===== config.mk =====
export PLATFORM = sky130hd
export DESIGN_NAME = float_add_seq
export DESIGN_NICKNAME = d
export VERILOG_FILES = /design/src/rtl/float_add_seq.sv
export SDC_FILE = /design/constraint.sdc
export NUM_CORES = 1
export LEC_CHECK = 0
export ABC_CLOCK_PERIOD_IN_PS = 7900
export CORE_ASPECT_RATIO = 1.1
export CORE_UTILIZATION = 55
export DETAILED_ROUTE_END_ITERATION = 8
export PLACE_DENSITY = 0.81
export SYNTH_ARGS = -nofsm -noshare
export SYNTH_HDL_FRONTEND = slang
export SYNTH_SLANG_ARGS = --single-unit

===== constraint.sdc =====
create_clock -name clk -period 7.9 [get_ports clk]
set_input_delay 1.58 -clock clk [delete_from_list [all_inputs] [get_ports clk]]
set_output_delay 1.58 -clock clk [all_outputs]
set_load 0.01 [all_outputs]

===== src/rtl/float_add_seq.sv =====
// Multi-cycle floating-point adder/subtractor with valid/ready handshakes.
// One operation in flight; truncating rounding, no denormals.
module float_add_seq #(
    parameter int EXP_W = 8,
    parameter int MAN_W = 23,
    localparam int W = 1 + EXP_W + MAN_W
) (
    input  logic         clk,
    input  logic         rst_n,
    input  logic         in_valid,
    output logic         in_ready,
    input  logic [W-1:0] op_a,
    input  logic [W-1:0] op_b,
    input  logic         sub,
    output logic         out_valid,
    input  logic         out_ready,
    output logic [W-1:0] result,
    output logic         ovf,
    output logic         unf
);

    localparam int FW = MAN_W + 1;
    localparam int XW = EXP_W + 2;
    localparam int LW = $clog2(FW + 1);

    localparam logic [EXP_W-1:0] EMAX = '1;
    localparam logic [EXP_W:0] SH_MAX = (EXP_W + 1)'(MAN_W + 2);
    localparam logic [W-1:0] QNAN = {1'b0, EMAX, 1'b1, {(MAN_W - 1){1'b0}}};
    localparam logic signed [XW-1:0] EMAX_S = $signed({2'b00, EMAX});
    localparam logic signed [XW-1:0] EZERO = '0;

    typedef enum logic [2:0] {
        IDLE,
        ALIGN,
        ADD,
        NORM,
        DONE
    } state_t;

    state_t state, state_n;

    logic [W-1:0]     a_r, b_r;
    logic             special_r;
    logic [EXP_W-1:0] x_e;
    logic [FW-1:0]    f_big, f_small;
    logic             s_big, s_small;
    logic [FW-1:0]    w_m;
    logic [XW-1:0]    w_e;
    logic             w_s;
    logic [W-1:0]     result_r;
    logic             ovf_r, unf_r;

    always_ff @(posedge clk) begin
        if (!rst_n) state <= IDLE;
        else        state <= state_n;
    end

    always_comb begin
        state_n = state;
        unique case (state)
            IDLE:    if (in_valid) state_n = ALIGN;
            ALIGN:   state_n = ADD;
            ADD:     state_n = NORM;
            NORM:    state_n = DONE;
            DONE:    if (out_ready) state_n = IDLE;
            default: state_n = IDLE;
        endcase
    end

    assign in_ready  = (state == IDLE);
    assign out_valid = (state == DONE);
    assign result    = result_r;
    assign ovf       = ovf_r;
    assign unf       = unf_r;

    // Operand field decode (b_r already carries the subtract inversion)
    logic             a_s, b_s;
    logic [EXP_W-1:0] a_e, b_e;
    logic [MAN_W-1:0] a_m, b_m;
    logic             a_zero, b_zero, a_inf, b_inf, a_nan, b_nan;

    assign a_s = a_r[W-1];
    assign b_s = b_r[W-1];
    assign a_e = a_r[W-2 -: EXP_W];
    assign b_e = b_r[W-2 -: EXP_W];
    assign a_m = a_r[MAN_W-1:0];
    assign b_m = b_r[MAN_W-1:0];

    assign a_zero = (a_e == '0);
    assign b_zero = (b_e == '0);
    assign a_inf  = (a_e == EMAX) && (a_m == '0);
    assign b_inf  = (b_e == EMAX) && (b_m == '0);
    assign a_nan  = (a_e == EMAX) && (a_m != '0);
    assign b_nan  = (b_e == EMAX) && (b_m != '0);

    logic         spec_hit;
    logic [W-1:0] spec_val;

    always_comb begin
        spec_hit = 1'b1;
        spec_val = '0;
        if (a_nan || b_nan || (a_inf && b_inf && (a_s != b_s))) spec_val = QNAN;
        else if (a_inf)             spec_val = a_r;
        else if (b_inf)             spec_val = b_r;
        else if (a_zero && b_zero)  spec_val = '0;
        else if (a_zero)            spec_val = b_r;
        else if (b_zero)            spec_val = a_r;
        else                        spec_hit = 1'b0;
    end

    logic             a_big;
    logic [EXP_W-1:0] diff;
    logic [FW-1:0]    big_f, small_f, sh_f;

    always_comb begin
        a_big   = (a_e >= b_e);
        diff    = a_big ? (a_e - b_e) : (b_e - a_e);
        big_f   = a_big ? {1'b1, a_m} : {1'b1, b_m};
        small_f = a_big ? {1'b1, b_m} : {1'b1, a_m};
        // Guard large differences explicitly so the shift can never wrap
        if ({1'b0, diff} >= SH_MAX) sh_f = '0;
        else                        sh_f = small_f >> diff;
    end

    logic [FW:0]   sum;
    logic [FW-1:0] add_m;
    logic [XW-1:0] add_e;
    logic          add_s;

    always_comb begin
        sum   = {1'b0, f_big} + {1'b0, f_small};
        add_m = '0;
        add_e = {2'b00, x_e};
        add_s = s_big;
        if (s_big == s_small) begin
            if (sum[FW]) begin
                add_m = sum[FW:1];
                add_e = {2'b00, x_e} + XW'(1);
            end else begin
                add_m = sum[FW-1:0];
            end
        end else if (f_big >= f_small) begin
            add_m = f_big - f_small;
        end else begin
            add_m = f_small - f_big;
            add_s = s_small;
        end
    end

    logic [LW-1:0]          lz;
    logic [MAN_W-1:0]       n_m;
    logic signed [XW-1:0]   n_e;
    logic [W-1:0]           norm_val;
    logic                   norm_ovf, norm_unf;

    always_comb begin
        lz = '0;
        for (int i = 0; i < FW; i++) begin
            if (w_m[i]) lz = LW'(FW - 1 - i);
        end
        n_m      = w_m[MAN_W-1:0] << lz;
        n_e      = $signed(w_e - XW'(lz));
        norm_val = '0;
        norm_ovf = 1'b0;
        norm_unf = 1'b0;
        if (w_m == '0) begin
            norm_val = '0;
        end else if (n_e >= EMAX_S) begin
            norm_val = {w_s, EMAX, {MAN_W{1'b0}}};
            norm_ovf = 1'b1;
        end else if (n_e <= EZERO) begin
            norm_unf = 1'b1;
        end else begin
            norm_val = {w_s, n_e[EXP_W-1:0], n_m};
        end
    end

    always_ff @(posedge clk) begin
        if (!rst_n) begin
            a_r       <= '0;
            b_r       <= '0;
            special_r <= 1'b0;
            x_e       <= '0;
            f_big     <= '0;
            f_small   <= '0;
            s_big     <= 1'b0;
            s_small   <= 1'b0;
            w_m       <= '0;
            w_e       <= '0;
            w_s       <= 1'b0;
            result_r  <= '0;
            ovf_r     <= 1'b0;
            unf_r     <= 1'b0;
        end else begin
            unique case (state)
                IDLE: begin
                    if (in_valid) begin
                        a_r   <= op_a;
                        b_r   <= {op_b[W-1] ^ sub, op_b[W-2:0]};
                        ovf_r <= 1'b0;
                        unf_r <= 1'b0;
                    end
                end
                ALIGN: begin
                    special_r <= spec_hit;
                    if (spec_hit) result_r <= spec_val;
                    x_e     <= a_big ? a_e : b_e;
                    f_big   <= big_f;
                    f_small <= sh_f;
                    s_big   <= a_big ? a_s : b_s;
                    s_small <= a_big ? b_s : a_s;
                end
                ADD: begin
                    w_m <= add_m;
                    w_e <= add_e;
                    w_s <= add_s;
                end
                NORM: begin
                    if (!special_r) begin
                        result_r <= norm_val;
                        ovf_r    <= norm_ovf;
                        unf_r    <= norm_unf;
                    end
                end
                default: ;
            endcase
        end
    end

endmodule


==> summary.md <==
The flow ran to the end, and the final reports show no timing, DRC or antenna violations. After detailed routing, the number of vias per cell comes to 6.57. The part of the cycle the worst path needs was 0.733; the area enclosed by the die boundary was 29600 sq um.

The worst reg-to-reg setup slack was 2110 ps; the clock insertion delay at the later pin of the skew report was 450 ps. Summing all placed instances gives a cell area of 17100 sq um. Effective utilization at floorplan: 0.567. The via count is 16400, and the clock transition at the registers of the reported paths is 80 ps.

Setup violations remaining at the end of the flow were counted as 0. Category of the worst setup path launch point: a register. The post-detailed-route count of antenna-violating nets is 0, and the die height is 180 um. The number of setup buffers added after CTS was 0; the distinct cell type count after synthesis was 96. TritonCTS built the clock tree.

In this run the worst path has a maximum fanout of 17. The tools report the HPWL after detailed placement as 40500 um. Setup repair after global routing left no endpoint under its margin.

After detailed routing, the number of remaining DRC violations is 0. The tools report the post-route worst setup slack as 2110 ps. After detailed placement, the design holds a cell count of 2460. Synthesis inferred 194 register bits. Between clock sinks in the finished design, the worst skew comes to 16.7 ps. The logs give 0 for the hold violation count in the final report and 6170 ps for the endpoint arrival time on the critical path. The tools report the detailed-routing iteration count for the pre-antenna-repair pass as 7. The number of clock sinks came out at 194.

The repair_antennas step left the layout with diodes totalling 0. The logs give 0 for the number of pins with negative max-slew slack in the final report and 1680 for the violation count after the first detailed-routing iteration. The final period demand of the worst path is 5790 ps. The logs give 0 for the number of warning messages in the yosys log and 15900 sq um for the netlist area before placement.

The count of mapped cells out of synthesis was 2108; the maximum vdd drop was 0.191 mV. The number of global-route vias before repair came out at 15400. The number of hold buffers added after CTS is 0. Normalized max-slew margin: 0.174. The finished layout holds 2490 standard cells, fillers aside.

The pin count of the biggest net entering global routing is 72. No sink is reached through more buffers than the 2 on the longest clock path. At the pin with the least slew margin, the transition time is 1240 ps. The post-route setup TNS is 0 ps, and the floorplan die width is 164 um.

Layout overhead on the synthesized area: 10.6%. The leakage power of the design was 6.79 nW; the part of the Yosys area used for sequential elements was 0.244. In this run, CTS created clock tree buffers numbering 17.

The synthesized design contains 0 enable-type register cells. Layout net count: 2283. The maximum level of the CTS H-tree is 4. The run gives 0.365 as the aggregate global-route resource usage. The worst-case setup slack after placement is 2270 ps. Routability-driven placement finished with a final weighted congestion of 1.01. The number of instances resized during post-cts repair came out at 0. The design draws 4.67 mW.

The most frequently used flop master after synthesis is dfxtp_1. The count of buffers inserted at the top-level ports was 104; the sum of routed wire length over all layers was 53600 um. Number of top-level pins: 105.

Cell type with the largest total area after synthesis: dfxtp_1. The worst hold path belongs to the class reg -> reg. The critical path start-end classification is reg -> reg. The tools report the number of antenna violations at the first check in global routing as 0.

After synthesis, the cell types taking the most area are dfxtp_1, nand2_1, ha_1. The share of Yosys cell area claimed by the top area cell type works out to 0.244. The routed wirelength normalized by instance count is 21.5 um.

Static timing analysis puts the maximum clock frequency at 0.173 GHz. The layout cell share with drive strength beyond 1 is 0.0701. The worst setup path is captured at a register. The tools report the library cell used as clock root buffer as clkbuf_16. For this run the aggregate overflow at the end of global routing stands at 0. The logs give 2275 for the number of nets produced by synthesis and 0 for the number of max-capacitance violations reported. For this design the ratio of total power to cell area is 265 nW/um^2. The total area inside the core boundary comes to 28100 sq um. Summing all non-filler instances in the final layout gives an area of 17600 sq um.

The fraction of registers with async set or reset after synthesis was 0. The count of standard-cell rows came out at 64. The mean cell area of the mapped netlist works out to 7.55 sq um. The first global-routing pass estimated 85200 um of wire.

Data on the critical path is required at its endpoint by 8280 ps.
-- final timing paths --
| check | cells past startpoint | from | end |
|---|---|---|---|
| worst max-delay path | 18 | w_m[0]$_SDFFE_PN0P_ | result[17]$_SDFFE_PN0P_ |
| worst min-delay path | 2 | f_small[23]$_SDFFE_PN0P_ | f_small[23]$_SDFFE_PN0P_ |
| worst max register to register | 18 | w_m[0]$_SDFFE_PN0P_ | result[17]$_SDFFE_PN0P_ |
| worst min register to register | 2 | f_small[23]$_SDFFE_PN0P_ | f_small[23]$_SDFFE_PN0P_ |
-- cell usage after synthesis, types with 24 or more instances --
library cell / n
nor3_1: 39
nand3_1: 31
a22oi_1: 25
dfxtp_1: 194
o21ai_0: 128
xnor2_1: 40
ha_1: 92
mux2i_1: 92
a31oi_1: 31
inv_1: 100
a311oi_1: 37
mux4_2: 24
clkbuf_1: 89
a21oi_1: 222
nor2_1: 154
buf_2: 29
nand2_1: 340
-- cell type report --
cell class	instances	area [sq um]
Multi-Input combinational cell	1674	11100
Fill cell	2569	10500
Sequential cell	194	3880
Timing Repair Buffer	124	1190
Tap cell	363	454
Clock buffer	18	439
Inverter	105	397
Clock inverter	12	123
-- layout by cell type (no fill, tap or decap), types with 20 or more instances in the layout --
cell,count
nand2_1,339
a21oi_1,221
dfxtp_1,194
nor2_1,154
o21ai_0,128
clkdlybuf4s50_1,103
inv_1,99
ha_1,92
mux2i_1,91
xnor2_1,40
nor3_1,39
a311oi_1,37
a31oi_1,31
nand3_1,31
a22oi_1,25
mux4_2,24
nor4_1,23
nand4_1,23
a211oi_1,21
mux2_2,21
o31ai_1,20
buf_4,20
-- sequential cells by signal, indices dropped and copies added, names as in the netlist --
signal and cells:
s_small 1, a_r 32, x_e 8, s_big 1
f_small 24, state 3, b_r 32, unf 1
w_m 24, ovf 1, result 32, f_big 24
w_e 9, special_r 1, w_s 1
-- critical path, cell delays in order (launching register included) --
cell and delay [ps]:
dfxtp_1 450, nor2_1 100, o31ai_1 240, a211oi_1 140
o311ai_0 270, and4_1 220, buf_4 240, clkinv_1 480
ha_1 460, nor2b_1 130, o21a_1 200, o211a_1 260
or4_4 510, and4_4 220, nor3_4 290, nor4b_4 650
and2_1 490, a32oi_1 170, a31oi_1 180
-- power by group --
group,switching [mW],internal [mW]
combinational,1.63,0.973
sequential,0.144,1.07
clock,0.407,0.447
-- routing by layer --
layer,routed length (um),track usage,vias up
li1,-,-,7673
met1,22300,0.477,7709
met2,24100,0.571,823
met3,4070,0.0594,164
met4,3020,0.197,0
met5,0,0,-
-- logic make-up after synthesis --
logic type      share of synthesized area
simple gates                        0.211
xor+xnor                           0.0286
mux                                 0.107
flops                               0.244
buf+inv                            0.0605
compound gates                      0.269
fa+ha+maj                          0.0798
-- through the flow --
step                       util  hold slack, ps
after floorplan               -             449
after global placement    0.607             469
after detailed placement  0.607             482
after CTS                 0.627             494
after global routing      0.627             531
final                     0.627             497
Note: power is estimated with default switching activity, not from simulation.
